<file path="src/rtl/hilo_file.sv">
// HI/LO architectural register pair with a radix-2 restoring divider.
// HI/LO take MTHI/MTLO writes, multiply results, or a finished divide, in that priority order.
module hilo_file #(
  parameter int DIV_CYCLES = 32
) (
  input  logic        clk,
  input  logic        reset,
  input  logic        write_hi_en,
  input  logic        write_lo_en,
  input  logic [31:0] wdata,
  input  logic        mul_valid,
  input  logic [63:0] mul_result,
  input  logic        div_start,
  input  logic        div_signed,
  input  logic        div_flush,
  input  logic [31:0] dividend,
  input  logic [31:0] divisor,
  output logic        div_busy,
  output logic        div_done,
  output logic [63:0] div_result,
  output logic [31:0] hi,
  output logic [31:0] lo
);

  typedef enum logic [1:0] {
    IDLE = 2'd0,
    RUN  = 2'd1,
    DONE = 2'd2
  } state_t;

  localparam logic [5:0] LAST_STEP = 6'(DIV_CYCLES - 1);

  state_t      state;
  state_t      state_next;
  logic [31:0] rem;
  logic [31:0] quo;
  logic [31:0] dvs;
  logic [31:0] dvd_raw;
  logic        q_neg;
  logic        r_neg;
  logic        by_zero;
  logic [5:0]  count;

  logic [32:0] rem_shift;
  logic [32:0] diff;
  logic        fits;
  logic [31:0] q_final;
  logic [31:0] r_final;
  logic        div_commit;

  function automatic logic [31:0] magnitude(input logic [31:0] v, input logic sgn);
    return (sgn && v[31]) ? (~v + 32'd1) : v;
  endfunction

  // State register
  always_ff @(posedge clk) begin
    if (reset) begin
      state <= IDLE;
    end else begin
      state <= state_next;
    end
  end

  // Next-state logic; a flush wins over everything and also masks a same-cycle start
  always_comb begin
    state_next = state;
    case (state)
      IDLE: begin
        if (div_start && !div_flush) state_next = RUN;
        else                         state_next = IDLE;
      end
      RUN: begin
        if (div_flush)               state_next = IDLE;
        else if (count == LAST_STEP) state_next = DONE;
        else                         state_next = RUN;
      end
      DONE:    state_next = IDLE;
      default: state_next = IDLE;
    endcase
  end

  // One restoring step: shift the next dividend bit into the partial remainder and try a subtract
  always_comb begin
    rem_shift = {rem, quo[31]};
    fits      = (rem_shift >= {1'b0, dvs});
    diff      = rem_shift - {1'b0, dvs};
  end

  // Divider datapath: operand capture on start, one iteration per RUN cycle
  always_ff @(posedge clk) begin
    if (reset) begin
      rem     <= 32'd0;
      quo     <= 32'd0;
      dvs     <= 32'd0;
      dvd_raw <= 32'd0;
      q_neg   <= 1'b0;
      r_neg   <= 1'b0;
      by_zero <= 1'b0;
      count   <= 6'd0;
    end else begin
      case (state)
        IDLE: begin
          if (div_start && !div_flush) begin
            rem     <= 32'd0;
            quo     <= magnitude(dividend, div_signed);
            dvs     <= magnitude(divisor, div_signed);
            dvd_raw <= dividend;
            q_neg   <= div_signed & (dividend[31] ^ divisor[31]);
            r_neg   <= div_signed & dividend[31];
            by_zero <= (divisor == 32'd0);
            count   <= 6'd0;
          end else begin
            count <= count;
          end
        end
        RUN: begin
          rem   <= fits ? diff[31:0] : rem_shift[31:0];
          quo   <= {quo[30:0], fits};
          count <= count + 6'd1;
        end
        default: begin
          count <= count;
        end
      endcase
    end
  end

  // Sign fix-up; divide-by-zero bypasses it and reports the raw dividend as remainder
  always_comb begin
    if (by_zero) begin
      q_final = 32'hFFFF_FFFF;
      r_final = dvd_raw;
    end else begin
      q_final = q_neg ? (~quo + 32'd1) : quo;
      r_final = r_neg ? (~rem + 32'd1) : rem;
    end
  end

  assign div_busy   = (state != IDLE);
  assign div_done   = (state == DONE);
  assign div_result = (state == DONE) ? {r_final, q_final} : 64'd0;
  assign div_commit = (state == DONE) && !div_flush;

  // HI half: MTHI, then multiply, then divide remainder
  always_ff @(posedge clk) begin
    if (reset) begin
      hi <= 32'd0;
    end else if (write_hi_en) begin
      hi <= wdata;
    end else if (mul_valid) begin
      hi <= mul_result[63:32];
    end else if (div_commit) begin
      hi <= r_final;
    end else begin
      hi <= hi;
    end
  end

  // LO half: MTLO, then multiply, then divide quotient
  always_ff @(posedge clk) begin
    if (reset) begin
      lo <= 32'd0;
    end else if (write_lo_en) begin
      lo <= wdata;
    end else if (mul_valid) begin
      lo <= mul_result[31:0];
    end else if (div_commit) begin
      lo <= q_final;
    end else begin
      lo <= lo;
    end
  end

endmodule

</file>
<file path="config.mk">
export PLATFORM = sky130hd
export DESIGN_NAME = hilo_file
export DESIGN_NICKNAME = d
export VERILOG_FILES = /design/src/rtl/hilo_file.sv
export SDC_FILE = /design/constraint.sdc
export NUM_CORES = 1
export LEC_CHECK = 0
export CORE_ASPECT_RATIO = 2
export CORE_MARGIN = 2
export CORE_UTILIZATION = 40
export DETAILED_ROUTE_END_ITERATION = 10
export PLACE_DENSITY = 0.75
export SYNTH_ARGS = -nofsm -noshare
export SYNTH_HDL_FRONTEND = slang
export SYNTH_SLANG_ARGS = --single-unit
</file>
<file path="constraint.sdc">
create_clock -name clk -period 4.8 [get_ports clk]
set_input_delay 0.96 -clock clk [delete_from_list [all_inputs] [get_ports clk]]
set_output_delay 0.96 -clock clk [all_outputs]
set_load 0.05 [all_outputs]
</file>
==> results of run 1 <==
## per-stage QoR
| step | cell area [um^2] | util [%] | worst slack, ps | total power, mW | cells |
|---|---|---|---|---|---|
| 2_1_floorplan | 13520 | - | 457.5 | 2.721 | 1854 |
| 3_3_place_gp | 16820 | 50.36 | 415.0 | 3.231 | 2484 |
| 3_5_place_dp | 16820 | 50.36 | 388.5 | 3.247 | 2484 |
| 4_1_cts | 17480 | 52.34 | 18.27 | 4.869 | 2517 |
| 5_1_grt | 17520 | 52.45 | 8.620 | 5.062 | 2518 |
| 6_report | 17520 | 52.45 | 155.9 | 4.867 | 2518 |
## registers in the layout (all words and copies together), names as in the netlist
name / flops
q_neg: 1
lo: 32
hi: 32
dvd_raw: 32
quo: 32
rem: 32
by_zero: 1
dvs: 32
r_neg: 1
count: 6
state: 2
## timing repair
action / 4_1_cts / 5_1_grt
resized for setup: 6 / 11
cloned: 0 / 0
setup buffers: 0 / 0
endpoints found under the setup margin: 6 / 10
## cells in the final DEF (no fill, tap or decap), drive strengths merged, types with 21 or more instances in the layout
cell type,n
clkdlybuf4s50,274
nor2,269
dfxtp,203
a21oi,190
nand2,180
o21ai,104
xor2,74
inv,70
xnor2,68
a211oi,64
a22oi,59
buf,46
nor3,40
ha,37
o31ai,30
o22ai,30
clkbuf,30
nand3,23
or3,23
or4,21
## report_power, final
group          total, mW  switching [mW]  internal, mW
sequential          1.87          0.0853          1.78
combinational       1.36           0.822         0.541
clock               1.64           0.696         0.941
## cell families after synthesis
logic type / count (synthesis) / share of synthesized area, %
mux: 22 / 1.648
buf+inv: 211 / 5.943
xor+xnor: 142 / 9.202
flops: 203 / 30.07
fa+ha+maj: 38 / 3.573
simple gates: 641 / 21.28
compound gates: 597 / 28.28
## area by class of cell
class / instances / share of cell area, %
multi-input cells: 1440 / 49.57
clock buffers: 30 / 3.535
well taps: 436 / 3.114
flip-flops and latches: 203 / 23.21
diodes: 1 / 0.01428
inverters: 71 / 1.521
repair buffers: 334 / 18.79
clock inverters: 3 / 0.2428
## worst max-delay path, delay by kind of cell, from the launching register on
family | cells | cell delay, ps
DFF | 1 | 440
and+or+nand+nor | 4 | 1050
AOI/OAI and AO/OA | 2 | 730
buffers and inverters | 1 | 760
xor gates and xnor gates | 1 | 180
## worst paths after layout
| path | depth (start not counted) | endpoint | from | slack, ps |
|---|---|---|---|---|
| worst max-delay path | 8 | div_result[58] | rem[18]$_SDFFE_PP0P_ | 160 |
| worst min-delay path | 2 | dvd_raw[21]$_SDFFE_PP0P_ | dvd_raw[21]$_SDFFE_PP0P_ | 460 |
| worst max register to register | 10 | rem[26]$_SDFFE_PP0P_ | rem[14]$_SDFFE_PP0P_ | 1020 |
| worst min register to register | 2 | dvd_raw[21]$_SDFFE_PP0P_ | dvd_raw[21]$_SDFFE_PP0P_ | 460 |
## routing by layer
metal,wire length (um),GRT usage [%],vias up
li1,-,-,7099
met1,17800,28.86,6979
met2,28280,54.90,625
met3,3075,3.032,178
met4,4902,24.04,4
met5,27,0,-
==> flow_summary_export.csv, run 1 <==
group,metric,value,unit
run_status,outcome,"completed",
finish,drive_gt1_share,4.950,%
synth,synth_area_leaders,"dfxtp_1, nor2_1, a21oi_1",
clocking,clkLatencyLatePin,520,ps
clocking,postCtsHoldBufs,0,
synth,syn-cell-area,13520,um^2
timing,setup_viol,0,
floorplan,core,33400,um^2
clocking,cts_made_buffers,20,
global_routing,grt_pass1_wl,81000,um
setup_path,slowest_stage,"clkdlybuf4s50_1",
placement,io_buffers,297,
synth,synth.most_common_cell,"nor2_1",
synth,synth_edf_count,0,
clocking,clk_pin_slew,70,ps
detailed_routing,drt_first_pass_iters,6,
floorplan,die_x,134.0,um
synth,synth_top_area_share,30.07,%
setup_path,cp_slowest_stage_delay,760,ps
global_routing,grt_usage,29.51,%
finish,fillers,3247,
timing,hold_viol_final,0,
flow_run,cap_violations,0,
timing,max_slew_margin,22.89,%
clocking,cts_max_level,1,
timing,fin_skew,11.53,ps
timing,fin_setup_tns,0,ps
floorplan,die_h,264.0,um
synth,yosysSeqAreaShare,30.07,%
hold_path,min_path_type,"flip-flop to flip-flop",
synth,ys_ff_latch,203,
timing,period_share,96.75,%
synth,synth_nets,2060,
setup_path,crit_required,3840,ps
synth,synthFlopType,"dfxtp_1",
setup_path,start_kind,"flip-flop",
timing,rsz0062_at_grt,"false",
timing,worstMarginPinSlew,1155,ps
timing,maxSlewViolCount,0,
detailed_routing,drt-initial-drc-count,975,
timing,hold-worst-slack,457.1,ps
setup_path,worst_path_most_repeated_cell,"nor2_1",
setup_path,path_class,"flip-flop to output port",
synth,yosys_warnings,0,
floorplan,dieArea,35360,um^2
placement,gp_congestion,0.9638,
timing,max_freq,215.3,MHz
finish,seq_area,4065,um^2
floorplan,initial_utilization,40.46,%
power,cellLeakagePower,6.650,nW
synth,yosys.area.top_type,"dfxtp_1",
detailed_routing,route.detailed.drc,0,
setup_path,path_cells,"or4_1 -> or2_2 -> o41ai_1 -> xor2_1 -> nor2_1 -> a21oi_1 -> nor2_1 -> clkdlybuf4s50_1",
power,p_per_area,277.8,nW/um^2
detailed_routing,ant_nets,0,
detailed_routing,wl,54090,um
timing,layout_min_cycle_time,4644,ps
synth,ys_types,66,
synth,synthTopCellsByCount,"nor2_1, dfxtp_1, a21oi_1",
finish,multi_input_area,8685,um^2
detailed_routing,wl_per_cell,21.48,um
setup_path,cp-end-kind,"output port",
clocking,cts_tree,"built",
floorplan,num_rows,95,
detailed_routing,vias,14885,
finish,nNetsFinal,2276,
global_routing,grt_max_degree,99,
global_routing,antenna_found_initial,3,
floorplan,io_pins,298,
global_routing,grt_overflow_total,0,
synth,syn-instance-count,1854,
clocking,cts_root_buffer,"clkbuf_16",
global_routing,grt_pass1_vias,14285,
clocking,cts.sinks,203,
finish,syn_to_final_growth,29.62,%
setup_path,crit_fanout,9,
setup_path,critPathArrivalTime,3680,ps
placement,dp_hpwl,42840,um
power,peakVddDrop,0.2397,mV
synth,ys_async_sr_fraction,0,%
synth,synth_area_per_cell,7.290,um^2
detailed_routing,vias_per_cell,5.911,
clocking,clk_path_buf_depth,3,
Note: power is estimated with default switching activity, not from simulation.
==> run 2: changes to the inputs <==
- CORE_MARGIN: 2 -> 1.5
- CTS_CLUSTER_DIAMETER: default -> 80
==> run 2 against run 1 <==
Largest cell class unchanged; utilization about the same; worst hold slack hardly changed; clock-buffer cell count decreased by 1; sequential power about the same; register-to-register slack worse by 70 ps; cell count up 0.16%; critical path type unchanged; non-clock buffer count stayed put; power decreased by 0.17%; via count fell by 0.50%; clock power is essentially flat; global-route usage rose by 0.76 points.
==> flow_summary_export.csv, run 2 (synthesized netlist as in run 1, its figures left out) <==
group,metric,value,unit
power,swShare,33.69,%
detailed_routing,drt-initial-drc-count,929,
setup_path,start_kind,"flip-flop",
floorplan,initial_utilization,40.46,%
setup_path,critPathArrivalTime,3740,ps
power,switchingPower,1.637,mW
hold_path,min_path_type,"flip-flop to flip-flop",
timing,period_share,97.99,%
finish,drive_gt1_share,5.084,%
power,combPwrFrac,28.1,%
finish,final_cell_mix,"clkdlybuf4s50_1, nor2_1, dfxtp_1, a21oi_1, nand2_1",
clocking,postCtsSetupRepairBufs,0,
flow_run,cap_violations,0,
timing,worstMarginPinSlew,999.2,ps
setup_path,cp-end-kind,"output port",
global_routing,grt_pass1_vias,14625,
clocking,clkLatencyLatePin,520,ps
finish,final_cells,2522,
setup_path,r2r_slack,950,ps
global_routing,grt_max_degree,120,
placement,io_buffers,297,
placement,dp.cells,2484,
clocking,cts_tree,"built",
setup_path,cp_slowest_stage_delay,710,ps
clocking,cts_resized,9,
clocking,cts_root_buffer,"clkbuf_16",
placement,dp_hpwl,42520,um
floorplan,die_h,263.0,um
setup_path,crit_fanout,7,
setup_path,path_class,"flip-flop to output port",
timing,setup_viol,0,
setup_path,slowest_stage,"clkdlybuf4s50_1",
timing,max_freq,212.6,MHz
timing,fin_skew,8.821,ps
finish,syn_to_final_growth,29.64,%
global_routing,grt_usage,30.27,%
power,peakVddDrop,0.1896,mV
global_routing,grt_overflow_total,0,
timing,layout_min_cycle_time,4704,ps
finish,final_core_util,52.46,%
finish,layout_commonest_cell,"clkdlybuf4s50_1",
floorplan,io_pins,298,
clocking,clk_pin_slew,70,ps
clocking,clk_path_buf_depth,3,
power,p_seq_share,38.4,%
detailed_routing,vias,14811,
finish,nNetsFinal,2277,
global_routing,grt_pass1_wl,82280,um
detailed_routing,wl,53880,um
power,cellLeakagePower,6.621,nW
detailed_routing,drt_first_pass_iters,5,
detailed_routing,vias_per_cell,5.873,
clocking,cts_max_level,1,
timing,rsz0062_at_grt,"false",
floorplan,num_rows,95,
placement,gp_congestion,0.9505,
timing,maxSlewViolCount,0,
detailed_routing,wl_per_cell,21.36,um
clocking,postCtsHoldBufs,0,
timing,max_slew_margin,33.31,%
power,p_per_area,277.3,nW/um^2
clocking,cts_made_buffers,21,
setup_path,path_cells,"or3_1 -> nor4_1 -> o21a_1 -> xor2_1 -> nor2_1 -> a21oi_1 -> nor2_1 -> clkdlybuf4s50_1",
detailed_routing,ant_nets,0,
timing,hold_viol_final,0,
timing,worst_slack,96.27,ps
power,clock_power_share,33.4,%
power,p_int,3.222,mW
placement,pre_cts_slack,359.0,ps
clocking,cts.sinks,203,
floorplan,core,33400,um^2
run_status,outcome,"completed",
setup_path,worst_path_most_repeated_cell,"nor2_1",
floorplan,die_x,133.0,um
detailed_routing,route.detailed.drc,0,
floorplan,dieArea,34970,um^2
setup_path,crit_required,3840,ps
timing,fin_setup_tns,0,ps
global_routing,antenna_found_initial,3,
power,p_total,4.859,mW
[run 2: worst paths after layout]
check	start	to	cells past startpoint
min reg2reg	dvd_raw[31]$_SDFFE_PP0P_	dvd_raw[31]$_SDFFE_PP0P_	2
max reg2reg	rem[14]$_SDFFE_PP0P_	rem[1]$_SDFFE_PP0P_	10
min	dvd_raw[31]$_SDFFE_PP0P_	dvd_raw[31]$_SDFFE_PP0P_	2
max	rem[5]$_SDFFE_PP0P_	div_result[45]	8
[run 2: metal layers]
| metal | GRT usage, % | wire length [um] | vias up |
|---|---|---|---|
| li1 | - | - | 7096 |
| met1 | 29.30 | 18010 | 6923 |
| met2 | 56.18 | 27880 | 612 |
| met3 | 3.646 | 2936 | 176 |
| met4 | 25.30 | 5021 | 4 |
| met5 | 0 | 27 | - |
[run 2: worst max-delay path, delay by kind of cell, from the launching register on]
kind / cells / cell delay [ps]
AND/OR/NAND/NOR: 4 / 1180
buffers and inverters: 1 / 710
AO/OA/AOI/OAI: 2 / 600
flip-flops: 1 / 380
XOR/XNOR: 1 / 350
[run 2: cell type report]
| class | count | area [um^2] |
|---|---|---|
| antenna | 1 | 2.502 |
| clock buffer | 29 | 575.6 |
| clock inverter | 8 | 80.08 |
| fill | 3272 | 15880 |
| inverter | 71 | 266.5 |
| multi-input combinational | 1440 | 8690 |
| sequential | 203 | 4065 |
| tap | 436 | 545.5 |
| timing repair buffer | 334 | 3297 |
[run 2: power groups by stage]
stage                     Sequential (mW)  Combinational (mW)  Clock [mW]
after floorplan                      2.01               0.713           0
after global placement               1.90                1.34           0
after detailed placement             1.90                1.35           0
after CTS                            1.86                1.35        1.64
after global routing                 1.88                1.47        1.70
final                                1.87                1.37        1.63
[run 2: per-stage QoR]
stage	instance area (um^2)	hold slack, ps
after floorplan	13520	435.7
after global placement	16840	445.0
after detailed placement	16840	449.0
after CTS	17490	457.0
after global routing	17520	473.6
final	17520	457.2
==> run 3: changes to the inputs <==
- CAP_MARGIN: default -> 5
==> results of run 3 <==
No change in the layout: final DEF, timing and power equal those of run 2.
